<file path="src/rtl/uart_tx_arbiter.sv">
// uart_tx_arbiter: round-robin, packet-locked sharing of the PicoSoC UART data register
// among NREQ byte-stream requesters, with an idle timeout that releases a stalled lock.
module uart_tx_arbiter #(
   parameter int NREQ = 4,
   parameter int LOCK_TIMEOUT = 1024
) (
   input  logic              clk,
   input  logic              resetn,
   input  logic [NREQ-1:0]   req_valid,
   input  logic [8*NREQ-1:0] req_data,
   input  logic [NREQ-1:0]   req_last,
   output logic [NREQ-1:0]   req_ready,
   output logic [NREQ-1:0]   grant,
   output logic              uart_dat_we,
   output logic [31:0]       uart_dat_di,
   input  logic              uart_dat_wait,
   output logic              timeout_evt
);
   localparam int PW = $clog2(NREQ);
   localparam int CW = LOCK_TIMEOUT > 0 ? $clog2(LOCK_TIMEOUT + 1) : 1;
   localparam logic [CW-1:0] TO_LAST = CW'(LOCK_TIMEOUT > 0 ? LOCK_TIMEOUT - 1 : 0);
   typedef enum logic [1:0] {IDLE, SEND, LOCKED} state_t;
   state_t state;
   logic [PW-1:0] rr, owner, win, sel;
   logic [7:0] hold, sel_data;
   logic hold_last, any_valid, own_valid;
   logic [CW-1:0] cnt;
   int idx;
   // Lowest rotation distance from rr+1 wins, so scan from farthest to nearest.
   always_comb begin
      win = '0;
      idx = 0;
      for (int k = NREQ - 1; k >= 0; k--) begin
         idx = (int'(rr) + 1 + k) % NREQ;
         if (req_valid[PW'(idx)]) win = PW'(idx);
      end
   end
   assign any_valid = |req_valid;
   assign own_valid = req_valid[owner];
   assign sel = state == LOCKED ? owner : win;
   assign sel_data = req_data[{sel, 3'b000} +: 8];
   assign req_ready = !resetn ? '0 :
                      state == IDLE ? (any_valid ? NREQ'(1) << win : '0) :
                      state == LOCKED ? grant & req_valid : '0;
   assign uart_dat_di = {24'h0, uart_dat_we ? hold : 8'h0};
   always_ff @(posedge clk or negedge resetn) begin
      if (!resetn) begin
         state <= IDLE;
         grant <= '0;
         uart_dat_we <= 1'b0;
         timeout_evt <= 1'b0;
         hold <= '0;
         hold_last <= 1'b0;
         cnt <= '0;
         owner <= '0;
         rr <= PW'(NREQ - 1);
      end else begin
         timeout_evt <= 1'b0;
         case (state)
            IDLE: if (any_valid) begin
               hold <= sel_data;
               hold_last <= req_last[win];
               owner <= win;
               grant <= NREQ'(1) << win;
               uart_dat_we <= 1'b1;
               state <= SEND;
            end
            SEND: if (!uart_dat_wait) begin
               uart_dat_we <= 1'b0;
               cnt <= '0;
               if (hold_last) begin
                  rr <= owner;
                  grant <= '0;
                  state <= IDLE;
               end else state <= LOCKED;
            end
            LOCKED: if (own_valid) begin
               hold <= sel_data;
               hold_last <= req_last[owner];
               cnt <= '0;
               uart_dat_we <= 1'b1;
               state <= SEND;
            end else if (LOCK_TIMEOUT != 0 && cnt == TO_LAST) begin
               timeout_evt <= 1'b1;
               rr <= owner;
               grant <= '0;
               state <= IDLE;
            end else if (cnt != '1) cnt <= cnt + 1'b1;
            default: state <= IDLE;
         endcase
      end
   end
endmodule

</file>
<file path="config.mk">
export PLATFORM = sky130hd
export DESIGN_NAME = uart_tx_arbiter
export DESIGN_NICKNAME = d
export VERILOG_FILES = /design/src/rtl/uart_tx_arbiter.sv
export SDC_FILE = /design/constraint.sdc
export NUM_CORES = 1
export LEC_CHECK = 0
export CORE_MARGIN = 2
export CORE_UTILIZATION = 45
export CTS_BUF_LIST = sky130_fd_sc_hd__clkbuf_4 sky130_fd_sc_hd__clkbuf_8 sky130_fd_sc_hd__clkbuf_16
export CTS_CLUSTER_DIAMETER = 100
export DETAILED_ROUTE_END_ITERATION = 10
export DONT_BUFFER_PORTS = 1
export SYNTH_ARGS = -nofsm -noshare
export SYNTH_HDL_FRONTEND = slang
export SYNTH_SLANG_ARGS = --single-unit
</file>
<file path="constraint.sdc">
create_clock -name clk -period 4.2 [get_ports clk]
set_input_delay 0.63 -clock clk [delete_from_list [all_inputs] [get_ports clk]]
set_output_delay 0.63 -clock clk [all_outputs]
set_load 0.03 [all_outputs]
</file>
-- Word-level counts from Yosys, hierarchy flattened
Index checks and enable logic that the tools add are counted.
W data, S select, Z words.
- register bits after elaboration: 32
- input bits: 43
- logic and storage cells: 111
- $add $sub $neg: 5
- $lt $le $gt $ge: 6
- equality and inequality tests: 13
- shifts and indexed selects: 2
- muxes and demuxes: 63
- bitwise operators: 1
- reduce and logical (&&, ||, !) cells: 12
- operators by type and width (kind ; number):
    $mux W11 ; 4
    $mux W4 ; 9
    $shiftx A32 B6 Y8 ; 1
    $mux W2 ; 14
    $mux W8 ; 3
    $pmux W11 S2 ; 1
    $mux W1 ; 19
    $lt A2 B4 Y1 const B ; 4
    $pmux W8 S2 ; 1
    $bmux W1 S2 ; 7
    $pmux W4 S3 ; 1
    $add A11 B1 Y11 const B ; 1
    $eq A11 B10 Y1 const B ; 1
    $ne A11 B11 Y1 const B ; 1
    $ne A2 B2 Y1 const B ; 5
    $reduce_and A4 Y1 ; 2
    $lt A2 B3 Y1 const B ; 2
    $ne A3 B2 Y1 const B ; 2
    $pmux W2 S3 ; 1
    $reduce_and A3 Y1 ; 2
    $reduce_and A6 Y1 ; 1
    $reduce_and A5 Y1 ; 1
    $add A2 B1 Y2 const B ; 2
    $add A2 B2 Y2 const B ; 2
    14 further kinds ; 15

-- Longest topological paths before layout
Gate-level depths: netlist (run 1).
- depth after elaboration: 13
- mapped depth: 8
- depth with buffers taken out: 8

-- Worst setup path after synthesis (run 1)
No wires, ideal clock.
- path type: input-to-output
- from: input req_valid[2]
- to: output req_ready[1]
- arrival time: 1.960 ns
- data required time: 3.570 ns
- setup slack: 1.610 ns
- stages on the path: 6
- cells stage by stage: nand2b_1 a21boi_1 o221ai_2 buf_2 a32oi_1 nor2b_1
- cells in the longest elaborated chain, start to end: 11
- elaborated cells between the ends (all ways): 21
- classes of those cells: 1 x shift; 19 x mux; 1 x reduce/logical
- RTL lines (item ; RTL line ; source):
    start, declared ; 9 ; input logic [NREQ-1:0] req_valid,
    $bmux W1 S2 ; 35 ; if (req_valid[PW'(idx)]) win = PW'(idx);
    $mux W1 (implied by the code) (2 in a row) ; 35 ;
    $mux W2 (4 in a row) ; 35 ;
    $shl A1 B2 Y4 ; 43 ; state == IDLE ? (any_valid ? NREQ'(1) << win : '0) :
    $mux W4 (*) (2 in a row) ; 43 ;
    $mux W4 (*) ; 42 ; assign req_ready = !resetn ? '0 :
    end, declared ; 12 ; output logic [NREQ-1:0] req_ready,
Every way passes the cells marked *; elsewhere a longest branch is shown, timed or not. The select of a mux whose other input is x is not followed.

-- Worst setup path after layout (run 1)
- from: register state[0]
- to: output req_ready[0]
- cells in the longest elaborated chain, start to end: 4
- elaborated cells between the ends (all ways): 5
- classes of those cells: 1 x eq/ne; 3 x mux; 1 x reduce/logical
- RTL lines (item ; RTL line ; source):
    start, declared ; 23 ; state_t state;
    start signal, assigned ; 48 ; state <= IDLE;
    start signal, assigned ; 66 ; state <= SEND;
    start signal, assigned ; 74 ; state <= IDLE;
    $eq A2 B2 Y1 ; 44 ; state == LOCKED ? grant & req_valid : '0;
    $mux W4 ; 44 ;
    $mux W4 (*) ; 43 ;
    $mux W4 (*) ; 42 ;
Every way passes the cells marked *; elsewhere a longest branch is shown, timed or not.

==> flow_summary_export.csv, run 1 <==
group,metric,value,unit
min_path,hold_path.class,"in2async",
clock_tree,cts_sinks,32,
timing,rsz0062_at_grt,"false",
synth,synth.top_cell.area_share,0.2808,
synth,yosys.area_share.simple,0.1783,
synth,ys.flop_type,"dfrtp_1",
clock_tree,cts-buffers-inserted,5,
clock_tree,cts_tree,"yes",
drt,met1_length,2711,um
power,p_seq_frac,0.285,
clock_tree,cts_hold_buf,0,
setup_path,crit_type,"reg2out",
clock_tree,post-cts-setup-buffer-count,0,
synth,yosysSeqAreaShare,0.3004,
timing,whs,0.02755,ns
timing,fin_crit,2.821,ns
global_route,antenna_found_initial,0,
synth,ys_warn_count,0,
floorplanning,start_util,0.4598,
clock_tree,htree_levels,2,
setup_path,path_cells,"inv_1 -> ha_1 -> buf_4 -> nor2b_1 -> a32oi_1 -> nor2b_1",
drt,met3_length,377,um
setup_path,r2r_setup_slack,1.84,ns
timing,maxSlewHeadroom,0.2265,
global_route,grt_use_total,0.1993,
setup_path,arrival,2.19,ns
drt,ant_nets,0,
power,pwr_density_cell,687.1,nW/um2
final_layout,area_growth,2.714,%
setup_path,r2r_end,"hold[1]",
global_route,grt_pass1_vias,2057,
synth,synth_xor_area_frac,0.009827,
synth,ys_seq_elements,32,
setup_path,cp_max_fo,30,
placement,port_buffers,0,
clock_tree,cts-resized-gates,0,
final_layout,layoutNonFillerInstCount,369,
floorplanning,die_h,81.09,um
floorplanning,std_cell_rows,28,
final_layout,drive_gt1_frac,0.1054,
power,peakVddDrop,0.3349,mV
synth,synth_edf_count,0,
drt,wl_met2,3063,um
power,combPwrFrac,0.577,
power,internal-power,0.0009724,W
setup_path,worst_ep_required_time,3.57,ns
global_route,grt-ovfl-total,0,
clock_tree,clk_latency,0.29,ns
synth,synthCells,295,
global_route,grt_first_pass_wirelength,10030,um
synth,synth_area,2674,um2
drt,wl,6254,um
timing,timing.final.crit_share,0.6716,
setup_path,startpoint,"state[0]",
drt,drtIter0Drc,144,
synth,yosys-mux-area-fraction,0.1652,
timing,slew_viol_final,0,
global_route,grt_max_degree,37,
drt,drcViolationCount,0,
clock_tree,clk_pin_slew,0.07,ns
final_layout,nets,341,
synth,synth_compound_area_frac,0.2279,
power,p_total,0.001887,W
floorplanning,die_w,81.09,um
setup_path,worst_path_most_repeated_cell,"nor2b_1",
synth,synth_fa_ha_area_frac,0.02340,
timing,clock_skew,0.008261,ns
placement,dpl.hpwl,4540,um
power,p_leak,1.163,nW
synth,synth_area_leaders,"dfrtp_1, mux2i_1, buf_4",
placement,placed_cells,361,
floorplanning,fp.coreArea,5816,um2
synth,async_reset_ff_frac,1.000,
drt,drt_pass1_iterations,4,
floorplanning,ios,85,
synth,synth_top_family_by_area,"compound AO/OA/AOI/OAI gates",
placement,globalplace.congestion,0.7796,
synth,yosysUniqueCellTypes,56,
synth,yosys.area.top_type,"dfrtp_1",
setup_path,rr_worst_depth,6,
setup_path,cpPeakStageDelay,0.49,ns
timing,tns,0,ns
run_status,status,"finished clean",
power,swShare,0.4847,
setup_path,start_kind,"flop",
drt,num_vias,2180,
power,clkPwrFrac,0.137,
timing,setup_viol,0,
timing,worst_pin_slew,1.151,ns
timing,hold_viol_final,0,
setup_path,cp_slowest_cell,"nor2b_1",
power,switchingPower,0.0009147,W
clock_tree,ctsRootBufferMaster,"clkbuf_8",
flow_run,drv_cap,0,
drt,vias_per_cell,5.908,
synth,synth_area_per_cell,9.064,um2
clock_tree,cts_buffer_depth,2,
floorplanning,dieArea,6575,um2
setup_path,reg2reg_from,"rr[1]",
drt,wl_per_cell,16.95,um
drt,topRoutingLayerUsed,"met4",
setup_path,crit_path_end_kind,"output pin",
final_layout,antenna_cells,0,
timing,clock.fmax,354.5,MHz
==> power by group through the flow <==
stage                     registers, W  logic, W  clock network (W)
final                         0.000539   0.00109           0.000259
after global routing          0.000554   0.00120           0.000285
after CTS                     0.000538   0.00110           0.000269
after detailed placement      0.000543   0.00109                  0
after global placement        0.000540   0.00108                  0
after floorplan               0.000502  0.000935                  0
==> metrics by stage <==
step                      worst slack, ns    util  instance area, um2
final                               1.379  0.4722                2746
after global routing                1.158  0.4722                2746
after CTS                           1.374  0.4722                2746
after detailed placement            1.682  0.4555                2649
after global placement              1.677  0.4555                2649
after floorplan                     1.610       -                2760
==> worst max-delay path: cells and delay by family, from the launching register on <==
family	cells	cell delay, ns
adder cells (fa/ha/maj)	1	0.14
AO/OA/AOI/OAI	1	0.15
buffers and inverters	2	0.40
AND/OR/NAND/NOR	2	0.80
flip-flops	1	0.41
==> layout by cell type (no fill, tap or decap), types with 2 or more instances in the layout <==
cell / n
a22oi_1: 8
inv_1: 3
mux2_1: 10
and2_1: 10
nand3b_1: 3
dfrtp_1: 30
clkbuf_4: 2
o21ai_0: 5
o31ai_1: 2
a21o_1: 2
o41ai_2: 2
clkbuf_8: 6
xor2_1: 2
conb_1: 24
ha_1: 5
mux4_2: 2
buf_4: 4
o21ai_1: 16
nand2b_1: 5
nor3_1: 5
mux2i_1: 25
a32oi_1: 4
nand3_1: 5
mux2_2: 3
nor2b_1: 9
nand2_1: 31
dfstp_2: 2
o211ai_1: 8
o22a_1: 8
o2bb2ai_1: 9
nor2_1: 12
nand4_1: 2
a21oi_1: 8
==> cell usage after synthesis, types with 3 or more instances <==
master / number
a21oi_1: 8
a22oi_1: 8
a32oi_1: 4
and2_1: 10
buf_4: 26
clkbuf_1: 7
dfrtp_1: 30
ha_1: 5
inv_1: 3
mux2_1: 10
mux2_2: 3
mux2i_1: 25
nand2_1: 31
nand2b_1: 5
nand3_1: 5
nand3b_1: 3
nor2_1: 12
nor2b_1: 9
nor3_1: 5
o211ai_1: 8
o21ai_0: 5
o21ai_1: 16
o22a_1: 8
o2bb2ai_1: 9
==> metal layers <==
metal  up-vias  global-route usage
met1      1060              0.2573
met2        67              0.3273
met5         -                   0
li1       1044                   -
met3         9             0.04889
met4         0             0.06610
==> worst max path at each step <==
stage                         to  cells past startpoint
floorplan           req_ready[1]                      6
finish              req_ready[0]                      6
global placement    req_ready[0]                      6
global route        req_ready[2]                      6
detailed placement  req_ready[0]                      6
CTS                 req_ready[0]                      6
==> cells by family (layout without fill, tap and decap cells) <==
group,Yosys count,count (layout)
flops,32,32
mux,40,40
fa+ha+maj,5,5
simple gates,92,92
other cells,1,24
buf+inv,40,16
xor+xnor,3,3
compound gates,82,82
==> layout make-up <==
class	count	area (um2)
Fill cell	594	3069
Multi-Input combinational cell	246	1707
Sequential cell	32	803.3
Clock buffer	8	97.59
Tap cell	75	93.84
Timing Repair Buffer	4	30.03
Inverter	4	15.01
==> sequential cells by signal (all words and copies together) (netlist names) <==
| register | flops |
|---|---|
| cnt | 11 |
| grant | 4 |
| hold | 8 |
| hold_last | 1 |
| owner | 2 |
| rr | 2 |
| state | 2 |
| timeout_evt | 1 |
| uart_dat_we | 1 |
Power figures use the tool's default switching activity.
==> run 2: changes to the inputs <==
==> constraint.sdc (replaced) <==
create_clock -name clk -period 2.7 [get_ports clk]
set_input_delay 0.405 -clock clk [delete_from_list [all_inputs] [get_ports clk]]
set_output_delay 0.405 -clock clk [all_outputs]
set_load 0.03 [all_outputs]
==> run 2 against run 1 <==
Sequential power rose by 57%. Die area unchanged. Critical path depth stayed put. First-iteration DRC count down 14%. Worst hold slack improved by 0.24 ns. Largest cell class unchanged. Sequential cell count unchanged. Clock power is 39% higher. Register-to-register slack worse by 1.4 ns. Routed wire length grew 1.3%. Combinational power increased by 59%.
==> flow_summary_export.csv, run 2 (synthesis gave the netlist of run 1 again) <==
group,metric,value,unit
power,clkPwrFrac,0.123,
run_status,status,"finished clean",
power,combPwrFrac,0.589,
setup_path,rr_worst_depth,6,
global_route,grt_first_pass_wirelength,9563,um
floorplanning,ios,85,
drt,drtIter0Drc,124,
placement,port_buffers,0,
global_route,grt_use_total,0.1928,
placement,dpl.hpwl,4534,um
power,switchingPower,0.001433,W
final_layout,nets,348,
clock_tree,clk_pin_slew,0.07,ns
final_layout,largestRegisters,"cnt x11, hold x8, grant x4",
final_layout,antenna_cells,0,
final_layout,design_area,2800,um2
setup_path,start_kind,"flop",
timing,clock.fmax,405.9,MHz
placement,globalplace.congestion,0.7622,
power,p_leak,1.194,nW
final_layout,most-common-layout-cells,"nand2_1, dfrtp_1, mux2i_1",
drt,vias_per_cell,5.752,
timing,maxSlewHeadroom,0.3121,
final_layout,largest_reg_flops,11,
min_path,min_from,"uart_dat_wait",
min_path,min_to,"uart_dat_we",
setup_path,startpoint,"rr[1]",
clock_tree,htree_levels,2,
floorplanning,start_util,0.4598,
power,peakVddDrop,0.5136,mV
power,internal-power,0.001500,W
timing,hold_viol_final,0,
clock_tree,clk_latency,0.28,ns
timing,timing.final.crit_share,0.9126,
clock_tree,cts_sinks,32,
final_layout,fillers,581,
clock_tree,post-cts-setup-buffer-count,0,
floorplanning,die_h,81.09,um
clock_tree,ctsRootBufferMaster,"clkbuf_8",
clock_tree,cts_buffer_depth,2,
final_layout,final_common_cell,"nand2_1",
timing,worst_pin_slew,1.024,ns
final_layout,multiInputGateArea,1709,um2
power,pwr_density_cell,1047,nW/um2
final_layout,drive_gt1_frac,0.1233,
clock_tree,cts-buffers-inserted,5,
flow_run,drv_cap,0,
timing,rsz0062_at_grt,"false",
setup_path,reg2reg_from,"rr[1]",
setup_path,arrival,2.06,ns
global_route,grt_pass1_vias,1864,
drt,drcViolationCount,0,
setup_path,crit_path_end_kind,"output pin",
global_route,grt-ovfl-total,0,
timing,setup_viol,0,
final_layout,final-seq-area,803.3,um2
setup_path,r2r_end,"hold[7]",
global_route,antenna_found_initial,0,
drt,wl_per_cell,16.90,um
placement,place_area,2686,um2
floorplanning,fp.coreArea,5816,um2
min_path,hold_path.class,"in2reg",
final_layout,area_growth,4.726,%
global_route,grt_max_degree,33,
floorplanning,die_w,81.09,um
floorplanning,std_cell_rows,28,
final_layout,top_register,"cnt",
power,p_total,0.002933,W
drt,wl,6338,um
power,swShare,0.4885,
min_path,holdPathStages,2,
setup_path,crit_type,"reg2out",
timing,clock_skew,0.004825,ns
floorplanning,dieArea,6575,um2
setup_path,worst_ep_required_time,2.30,ns
drt,ant_nets,0,
setup_path,cp_max_fo,7,
clock_tree,cts_tree,"yes",
timing,slew_viol_final,0,
power,p_seq_frac,0.288,
drt,num_vias,2157,
timing,tns,0,ns
timing,fin_crit,2.464,ns
drt,drt_pass1_iterations,4,
setup_path,r2r_setup_slack,0.45,ns
run 2: how the worst max path moves through the flow:
stage / depth (start not counted) / endpoint
after global routing: 6 / req_ready[2]
after detailed placement: 6 / hold[5]
after floorplan: 6 / req_ready[0]
after global placement: 6 / req_ready[2]
after CTS: 6 / req_ready[2]
final: 6 / req_ready[0]
run 2: through the flow:
stage | setup slack, ns | util | hold WS [ns] | cells
after floorplan | 0.4944 | - | 0.1094 | 318
after global placement | 0.4657 | 0.4619 | 0.1109 | 366
after detailed placement | 0.4490 | 0.4619 | 0.1106 | 366
after CTS | 0.1245 | 0.4811 | 0.2574 | 375
after global routing | 0.03717 | 0.4815 | 0.2780 | 375
final | 0.2360 | 0.4815 | 0.2689 | 375
run 2: cell type report:
| cell class | count | area share |
|---|---|---|
| sequential | 32 | 0.2869 |
| clock buffer | 6 | 0.02726 |
| multi-input combinational | 246 | 0.6104 |
| timing repair buffer | 11 | 0.03485 |
| clock inverter | 1 | 0.001787 |
| inverter | 4 | 0.005362 |
| tap | 75 | 0.03351 |
run 2: power by group through the flow:
stage / logic (W) / registers [W] / clock network [W]
final: 0.00173 / 0.000844 / 0.000361
after CTS: 0.00173 / 0.000839 / 0.000376
after detailed placement: 0.00171 / 0.000847 / 0
after global routing: 0.00189 / 0.000867 / 0.000405
after global placement: 0.00169 / 0.000848 / 0
after floorplan: 0.00145 / 0.000781 / 0
run 2: routing by layer:
metal	share of wire	wire, um	GRT usage
met1	0.46	2906	0.2717
met2	0.47	2956	0.2893
met3	0.063	402	0.04889
met4	0.012	73	0.06102
met5	0	0	0
run 2: what timing repair did:
action | CTS | global route
hold buffers | 2 | 0
endpoints found under the setup margin | 0 | 1
gates resized for setup | 0 | 1
endpoints found under the hold margin | 32 | 0
run 2: critical path, stage by stage, from the launching register on:
cell and delay, ns:
dfstp_2 0.59, nand2_1 0.07, o21ai_1 0.26, nor2_2 0.14, nor2_1 0.16, a32oi_1 0.08
nor2b_1 0.48
